$ cat src/rtl/instruction_encoder_if.sv
// Handshake and memory-write bundle between a sequencer, the instruction
// encoder and the instruction memory write port.
interface instruction_encoder_if #(
    parameter int unsigned MEMORY_DEPTH = 64
);
    localparam int unsigned CW = $clog2(MEMORY_DEPTH) + 1;

    logic          Start;
    logic          InValid;
    logic          InReady;
    logic [3:0]    Mnemonic;
    logic [4:0]    Rs;
    logic [4:0]    Rt;
    logic [4:0]    Rd;
    logic [4:0]    Shamt;
    logic [5:0]    Funct;
    logic [15:0]   Immediate;
    logic [25:0]   Target;
    logic [31:0]   InstrWord;
    logic [31:0]   InstrAddr;
    logic          InstrWrite;
    logic          MemReady;
    logic [CW-1:0] WordCount;
    logic          Full;
    logic          Error;

    // Sequencer/memory side
    modport master (
        output Start, InValid, Mnemonic, Rs, Rt, Rd, Shamt, Funct, Immediate, Target, MemReady,
        input  InReady, InstrWord, InstrAddr, InstrWrite, WordCount, Full, Error
    );

    // Encoder side
    modport slave (
        input  Start, InValid, Mnemonic, Rs, Rt, Rd, Shamt, Funct, Immediate, Target, MemReady,
        output InReady, InstrWord, InstrAddr, InstrWrite, WordCount, Full, Error
    );
endinterface

$ cat src/rtl/instruction_encoder.sv
// Packs decoded MIPS instruction descriptions into machine words and writes
// them to consecutive instruction-memory word addresses.
module instruction_encoder #(
    parameter int unsigned MEMORY_DEPTH = 64,
    parameter logic [31:0] BASE_ADDRESS = 32'h0040_0000
) (
    input logic                 clk,
    input logic                 reset,
    instruction_encoder_if.slave bus
);
    localparam int unsigned CW = $clog2(MEMORY_DEPTH) + 1;

    typedef enum logic [1:0] {IDLE, LOAD, FULL} state_t;

    state_t        state_q;
    state_t        state_d;
    logic [31:0]   word_q;
    logic [31:0]   addr_q;
    logic          write_q;
    logic          error_q;
    logic [CW-1:0] count_q;

    logic          ready_c;
    logic          accept_c;
    logic          legal_c;
    logic [31:0]   enc_c;

    // Handshake: accept only while loading, never in a Start cycle, and only
    // when the output buffer is empty or draining this cycle.
    always_comb begin
        ready_c  = (state_q == LOAD) && !bus.Start && (!write_q || bus.MemReady);
        accept_c = bus.InValid && ready_c;
        legal_c  = (bus.Mnemonic <= 4'd9);
    end

    // Field packing for each mnemonic class; LUI forces the Rs field to zero.
    always_comb begin
        enc_c = 32'h0;
        case (bus.Mnemonic)
            4'd0:    enc_c = {6'h00, bus.Rs, bus.Rt, bus.Rd, bus.Shamt, bus.Funct};
            4'd1:    enc_c = {6'h08, bus.Rs, bus.Rt, bus.Immediate};
            4'd2:    enc_c = {6'h0d, bus.Rs, bus.Rt, bus.Immediate};
            4'd3:    enc_c = {6'h0f, 5'd0, bus.Rt, bus.Immediate};
            4'd4:    enc_c = {6'h23, bus.Rs, bus.Rt, bus.Immediate};
            4'd5:    enc_c = {6'h2b, bus.Rs, bus.Rt, bus.Immediate};
            4'd6:    enc_c = {6'h04, bus.Rs, bus.Rt, bus.Immediate};
            4'd7:    enc_c = {6'h05, bus.Rs, bus.Rt, bus.Immediate};
            4'd8:    enc_c = {6'h02, bus.Target};
            4'd9:    enc_c = {6'h03, bus.Target};
            default: enc_c = 32'h0;
        endcase
    end

    // Session state register
    always_ff @(posedge clk or negedge reset) begin
        if (!reset) state_q <= IDLE;
        else        state_q <= state_d;
    end

    // Next state: Start restarts from anywhere; the last legal word fills the session.
    always_comb begin
        state_d = state_q;
        if (bus.Start) begin
            state_d = LOAD;
        end else if (state_q == LOAD && accept_c && legal_c
                     && count_q == CW'(MEMORY_DEPTH - 1)) begin
            state_d = FULL;
        end
    end

    // Output buffer, word counter and sticky error flag
    always_ff @(posedge clk or negedge reset) begin
        if (!reset) begin
            word_q  <= 32'h0;
            addr_q  <= BASE_ADDRESS;
            write_q <= 1'b0;
            error_q <= 1'b0;
            count_q <= '0;
        end else if (bus.Start) begin
            word_q  <= 32'h0;
            addr_q  <= BASE_ADDRESS;
            write_q <= 1'b0;
            error_q <= 1'b0;
            count_q <= '0;
        end else begin
            if (accept_c && legal_c) begin
                word_q  <= enc_c;
                addr_q  <= BASE_ADDRESS + (32'(count_q) << 2);
                write_q <= 1'b1;
                count_q <= count_q + CW'(1);
            end else if (write_q && bus.MemReady) begin
                write_q <= 1'b0;
            end
            if (accept_c && !legal_c) begin
                error_q <= 1'b1;
            end
        end
    end

    assign bus.InReady    = ready_c;
    assign bus.InstrWord  = word_q;
    assign bus.InstrAddr  = addr_q;
    assign bus.InstrWrite = write_q;
    assign bus.WordCount  = count_q;
    assign bus.Full       = (count_q == CW'(MEMORY_DEPTH));
    assign bus.Error      = error_q;

endmodule

$ cat src/flat_wrapper.sv
// flat-port wrapper written by rule: the top's interface ports become plain ports
module instruction_encoder_flat 
#(
    parameter int unsigned MEMORY_DEPTH = 64,
    parameter logic [31:0] BASE_ADDRESS = 32'h0040_0000
)
  (clk, reset, bus_Start, bus_InValid, bus_Mnemonic, bus_Rs, bus_Rt, bus_Rd, bus_Shamt, bus_Funct, bus_Immediate, bus_Target, bus_MemReady, bus_InReady, bus_InstrWord, bus_InstrAddr, bus_InstrWrite, bus_WordCount, bus_Full, bus_Error);
  instruction_encoder_if #(.MEMORY_DEPTH(MEMORY_DEPTH)) bus_i ();
  input logic clk;
  input logic reset;
  input wire logic [$bits(bus_i.Start)-1:0] bus_Start;
  input wire logic [$bits(bus_i.InValid)-1:0] bus_InValid;
  input wire logic [$bits(bus_i.Mnemonic)-1:0] bus_Mnemonic;
  input wire logic [$bits(bus_i.Rs)-1:0] bus_Rs;
  input wire logic [$bits(bus_i.Rt)-1:0] bus_Rt;
  input wire logic [$bits(bus_i.Rd)-1:0] bus_Rd;
  input wire logic [$bits(bus_i.Shamt)-1:0] bus_Shamt;
  input wire logic [$bits(bus_i.Funct)-1:0] bus_Funct;
  input wire logic [$bits(bus_i.Immediate)-1:0] bus_Immediate;
  input wire logic [$bits(bus_i.Target)-1:0] bus_Target;
  input wire logic [$bits(bus_i.MemReady)-1:0] bus_MemReady;
  output wire logic [$bits(bus_i.InReady)-1:0] bus_InReady;
  output wire logic [$bits(bus_i.InstrWord)-1:0] bus_InstrWord;
  output wire logic [$bits(bus_i.InstrAddr)-1:0] bus_InstrAddr;
  output wire logic [$bits(bus_i.InstrWrite)-1:0] bus_InstrWrite;
  output wire logic [$bits(bus_i.WordCount)-1:0] bus_WordCount;
  output wire logic [$bits(bus_i.Full)-1:0] bus_Full;
  output wire logic [$bits(bus_i.Error)-1:0] bus_Error;
  assign bus_i.Start = bus_Start;
  assign bus_i.InValid = bus_InValid;
  assign bus_i.Mnemonic = bus_Mnemonic;
  assign bus_i.Rs = bus_Rs;
  assign bus_i.Rt = bus_Rt;
  assign bus_i.Rd = bus_Rd;
  assign bus_i.Shamt = bus_Shamt;
  assign bus_i.Funct = bus_Funct;
  assign bus_i.Immediate = bus_Immediate;
  assign bus_i.Target = bus_Target;
  assign bus_i.MemReady = bus_MemReady;
  assign bus_InReady = bus_i.InReady;
  assign bus_InstrWord = bus_i.InstrWord;
  assign bus_InstrAddr = bus_i.InstrAddr;
  assign bus_InstrWrite = bus_i.InstrWrite;
  assign bus_WordCount = bus_i.WordCount;
  assign bus_Full = bus_i.Full;
  assign bus_Error = bus_i.Error;
  instruction_encoder #(.MEMORY_DEPTH(MEMORY_DEPTH), .BASE_ADDRESS(BASE_ADDRESS)) u_core (.clk(clk), .reset(reset), .bus(bus_i));
endmodule
$ cat config.mk
export PLATFORM = sky130hd
export DESIGN_NAME = instruction_encoder_flat
export DESIGN_NICKNAME = d
export VERILOG_FILES = /design/src/rtl/instruction_encoder_if.sv /design/src/rtl/instruction_encoder.sv /design/src/flat_wrapper.sv
export SDC_FILE = /design/constraint.sdc
export NUM_CORES = 1
export LEC_CHECK = 0
export CAP_MARGIN = 20
export CORE_ASPECT_RATIO = 1.25
export CORE_MARGIN = 4
export CORE_UTILIZATION = 40
export DETAILED_ROUTE_END_ITERATION = 8
export GPL_TIMING_DRIVEN = 0
export PLACE_DENSITY = 0.9
export SETUP_SLACK_MARGIN = 0.5
export SLEW_MARGIN = 25
export SYNTH_ARGS = -nofsm -noshare
export SYNTH_HDL_FRONTEND = slang
export SYNTH_SLANG_ARGS = --single-unit
$ cat constraint.sdc
create_clock -name clk -period 1.8 [get_ports clk]
set_input_delay 0.36 -clock clk [delete_from_list [all_inputs] [get_ports clk]]
set_output_delay 0.36 -clock clk [all_outputs]
set_load 0.1 [all_outputs]
After elaboration in Yosys (flattened, before gate mapping)
Cells that the tools add are included.
{"block": "word_totals", "out_inout_bits": 75, "wordCells": 53, "in_bits": 77, "ff_bits": 75}
{"block": "classes", "reduce_logical": 18, "eq_ne": 12, "add_sub_neg": 2, "magnitude_cmp": 1, "muxes": 14}
{"cell": "$pmux 32 s10", "n": 1}
{"cell": "$mux 32", "n": 4}
{"cell": "$add 23x9->24 const A", "n": 1}
{"cell": "$eq 4x3->1 const B", "n": 4}
{"cell": "$mux 7", "n": 2}
{"cell": "$logic_and 1x1->1", "n": 9}
{"cell": "$eq 4x2->1 const B", "n": 2}
{"cell": "$eq 4x4->1 const B", "n": 2}
{"cell": "$add 7x1->7 const B", "n": 1}
{"cell": "$eq 7x6->1 const B", "n": 1}
{"cell": "$eq 7x7->1 const B", "n": 1}
{"cell": "$reduce_bool 2->1", "n": 3}
{"cell": "$mux 1", "n": 5}
{"cell": "$eq 4x1->1 const B", "n": 1}
{"cell": "$le 4x4->1 const B", "n": 1}
{"cell": "$logic_not 4->1", "n": 1}
{"cell": "$mux 2", "n": 2}
{"cell": "$logic_not 1->1", "n": 3}
{"cell": "$reduce_bool 3->1", "n": 1}
{"cell": "$eq 2x1->1 const B", "n": 1}
{"cell": "$logic_or 1x1->1", "n": 1}

Longest topological paths before layout
{"block": "depth", "word_depth": 9, "depth_mapped": 7, "mapped_depth_nobuf": 5}

Least setup slack after synthesis
OpenSTA, ideal clock, no wires.
{"block": "synth_timing", "path_type": "flip-flop to output port", "start": "register u_core.write_q, in the netlist u_core.bus.InstrWrite", "end": "output bus_InReady", "t_arrival_ps": 2002, "path_buffers": 1, "required_time_ps": 1440, "stages_incl_launch_ff": 4, "setup_slack_ps": -562, "cell_sequence": "dfrtp_1 nand2b_1 clkbuf_1 and4_1"}
{"block": "synth_between", "elab_chain_cells": 3}
{"element": "start, declared", "line": "instruction_encoder.sv:19", "rtl": "logic write_q;"}
{"element": "start signal, assigned", "line": "instruction_encoder.sv:76", "rtl": "write_q <= 1'b0;"}
{"element": "start signal, assigned", "line": "instruction_encoder.sv:82", "rtl": "write_q <= 1'b0;"}
{"element": "start signal, assigned", "line": "instruction_encoder.sv:89", "rtl": "write_q <= 1'b1;"}
{"element": "$logic_not 1->1", "line": "instruction_encoder.sv:31", "rtl": "ready_c = (state_q == LOAD) && !bus.Start && (!write_q || bus.MemReady);"}
{"element": "$logic_or 1x1->1", "line": "instruction_encoder.sv:31"}
{"element": "$logic_and 1x1->1", "line": "instruction_encoder.sv:31"}
{"element": "end, declared", "line": "flat_wrapper.sv:22", "rtl": "output wire logic [$bits(bus_i.InReady)-1:0] bus_InReady;"}
Every way passes these cells.

Worst setup path after layout
{"block": "layout_timing", "start": "register u_core.count_q[5], in the netlist u_core.bus.WordCount[5]", "end": "output bus_Full"}
{"block": "layout_between", "elab_chain_cells": 1}
{"element": "start, declared", "line": "instruction_encoder.sv:21", "rtl": "logic [CW-1:0] count_q;"}
{"element": "start signal, assigned", "line": "instruction_encoder.sv:90", "rtl": "count_q <= count_q + CW'(1);"}
{"element": "$eq 7x7->1", "line": "instruction_encoder.sv:105", "rtl": "assign bus.Full = (count_q == CW'(MEMORY_DEPTH));"}
{"element": "end, declared", "line": "flat_wrapper.sv:27", "rtl": "output wire logic [$bits(bus_i.Full)-1:0] bus_Full;"}
Every way passes these cells.

==> impl_metrics.csv <==
group,metric,value,unit
synth,synth.largest_area_cell,"dfrtp_1",
grt,grt_use_total,24.04,%
sta,fin_crit,1884,ps
sta,final-max-slew-violation-count,0,
floorplanning,rows,34,
drt,ant_nets,0,
clock_network,cts_inserted_buffers,5,
placement,placed_area,4551,µm²
floorplanning,dieArea,8713,µm²
outcome,violations,"negative setup slack",
clock_network,clockBufferDepth,2,
synth,synth_seq_cells,49,
synth,synth_top_area_share,42.13,%
sta,finalCritPeriodShare,104.6,%
finish,final_core_util,88.27,%
grt,top_usage_layer,"met2",
synth,synth.most_common_cell,"dfrtp_1",
finish,final_cell_area,6196,µm²
floorplanning,coreArea,7019,µm²
critical_path,crit_path_end_kind,"output pin",
floorplanning,die_w,84.29,µm
sta,setup_tns,-83.59,ps
synth,synth_top_cells_by_area,"dfrtp_1, o22ai_1, buf_4, nor2b_1, a21oi_1",
synth,avgSynthCellArea,9.239,µm²
drt,wirelength,14100,µm
drt,vias,3494,
floorplanning,io_pins,152,
sta,fmax,0.5309,GHz
clock_network,clk_pin_slew,90,ps
synth,synthTopCellsByCount,"dfrtp_1, o22ai_1, buf_4",
synth,syn_area,2910,µm²
placement,io_buffers,125,
synth,synth-edff-count,0,
outcome,status,"finished with violations",
grt,grt_max_degree,50,
synth,yosysUniqueCellTypes,42,
power_and_ir_drop,power_density,610.2,nW/µm²
sta,setup_viol,1,
drt,wire_per_inst,23.00,µm
critical_path,startpoint,"u_core.bus.WordCount[5]$_DFFE_PN0P_",
sta,slew_headroom,49.22,%
finish,antennaDiodeCount,0,
grt,grt_pass1_vias,3278,
clock_network,cts_tree,"done",
grt,overflow,0,
critical_path,crit_type,"reg2out",
clock_network,hold_buffers,0,
clock_network,ctsRootBufferMaster,"clkbuf_8",
critical_path,r2r-start,"u_core.state_q[1]$_DFFE_PN0P_",
grt,grtUsageMet1,27.73,%
clock_network,clkLatencyLatePin,310,ps
synth,postSynthCellCount,315,
critical_path,rrSetupSlack,60,ps
critical_path,crit_slowest_cell,"dfrtp_4",
synth,async_reset_ff_share,100.0,%
clock_network,cts.sinks,49,
finish,area_delta_synth_final,112.9,%
sta,setup_ws,-83.59,ps
placement,hpwl,7356,µm
synth,ys_seq_area_share,42.13,%
floorplanning,die_h,103.4,µm
flow_run,drv_cap,0,
drt,first_iter_violations,219,
placement,gpl.final_weighted_congestion,0.8160,
finish,nets,601,
critical_path,cp.required,1440,ps
grt,grt_pass1_wl,16740,µm
critical_path,crit_arrival,1520,ps
drt,first_pass_iters,5,
grt,grt_antenna_before_repair,0,
sta,tightest_slew,761.7,ps
sta,hold_ws,76.67,ps
grt,use_met2,45.69,%
sta,grt_setup_unrepaired,"yes",
clock_network,htree_num_levels,2,
sta,fin_skew,3.297,ps
drt,viasPerCell,5.700,
grt,use_met3,5.864,%
power_and_ir_drop,leakage,0.002642,µW
drt,drc,0,
critical_path,crit_fanout,2,
synth,ys_warn_count,0,
synth,synth_ff_type,"dfrtp_1",
floorplanning,start_util,41.46,%
critical_path,crit_chain,"nor4_4 > and3_4 > buf_12",
critical_path,cpPeakStageDelay,510,ps
power_and_ir_drop,ir_worst_vdd,0.3884,mV
critical_path,start_kind,"flop",
worst_hold_path,hold_path.class,"in2async",
sta,finalHoldViolCount,0,
finish,drive_gt1_share,53.54,%
[flip-flops by register name (all words and copies together), names as in the netlist]
register,cells
u_core.bus.Error,1
u_core.bus.InstrAddr,7
u_core.bus.InstrWord,31
u_core.bus.InstrWrite,1
u_core.bus.WordCount,7
u_core.state_q,2
[layout make-up]
cell class / count / area (µm²)
clock buffers: 8 / 80.08
multi-input cells: 236 / 2216
plain buffers: 47 / 399.1
inverters: 7 / 36.28
fillers: 271 / 823.3
well taps: 90 / 112.6
repair buffers: 176 / 2098
flip-flops and latches: 49 / 1254
[layer usage]
metal  up-vias  share of wire [%]
met4         0                3.6
met3        46                8.8
met1      1710                 34
met5         -                  0
li1       1520                  -
met2       218                 53
[path summary, 6_finish.rpt]
| check | endpoint | cells past startpoint |
|---|---|---|
| worst max-delay path | bus_Full | 3 |
| worst min-delay path | u_core.bus.InstrWord[19]$_DFFE_PN0P_ | 1 |
| min in group clk | u_core.bus.InstrWord[31]$_DFFE_PN0P_ | 3 |
| worst min register to register | u_core.bus.InstrAddr[4]$_DFFE_PN0P_ | 2 |
| worst max register to register | u_core.bus.InstrWord[13]$_DFFE_PN0P_ | 6 |
| max in group asynchronous | u_core.bus.InstrWrite$_DFFE_PN0P_ | 1 |
[where the power goes]
| part | switching, µW | internal (µW) | total [µW] |
|---|---|---|---|
| clock | 392 | 278 | 670 |
| combinational | 1180 | 691 | 1870 |
| sequential | 73.6 | 1170 | 1240 |
[repair_timing]
item | in CTS | in global routing
cloned | 6 | 2
setup endpoints to repair | 98 | 85
gates resized for setup | 426 | 160
setup buffers | 18 | 25
pin swaps | 15 | 39
[cell families (layout without fill, tap and decap cells)]
logic type / after synthesis / count (layout) / share of synthesized area (%)
AOI/OAI and AO/OA: 107 / 107 / 22.53
buffers and inverters: 54 / 238 / 11.18
and+or+nand+nor: 82 / 82 / 15.82
other: 2 / 26 / 0.2580
xor gates and xnor gates: 1 / 1 / 0.3010
adders and majority gates: 2 / 2 / 0.8597
muxes: 18 / 18 / 6.922
DFF: 49 / 49 / 42.13
[layout by cell type, fill, tap and decap left out, types with 7 or more instances in the layout]
cell	instances
dfrtp_2	7
mux2_1	9
a21oi_1	7
buf_8	22
clkdlybuf4s50_1	68
clkbuf_1	8
buf_4	54
buf_12	26
nor2b_1	22
buf_6	33
o22ai_2	20
dfrtp_1	37
nand2_1	14
o22ai_4	19
conb_1	26
a21oi_2	18
o21ai_2	12
[critical path: cells and delay by family, from the launching register on]
kind	cells	cell delay, ps
buffers and inverters	1	170
AND/OR/NAND/NOR	2	530
flip-flops	1	510
[metrics by stage]
step | worst slack (ps) | total power (µW) | instances
CTS | -29.05 | 3432 | 586
global placement | -1397 | 2640 | 554
floorplan | 114.7 | 2249 | 339
detailed placement | -1158 | 2662 | 554
finish | -83.59 | 3781 | 613
global route | -147.8 | 3887 | 613
Power figures use the tool's default switching activity.
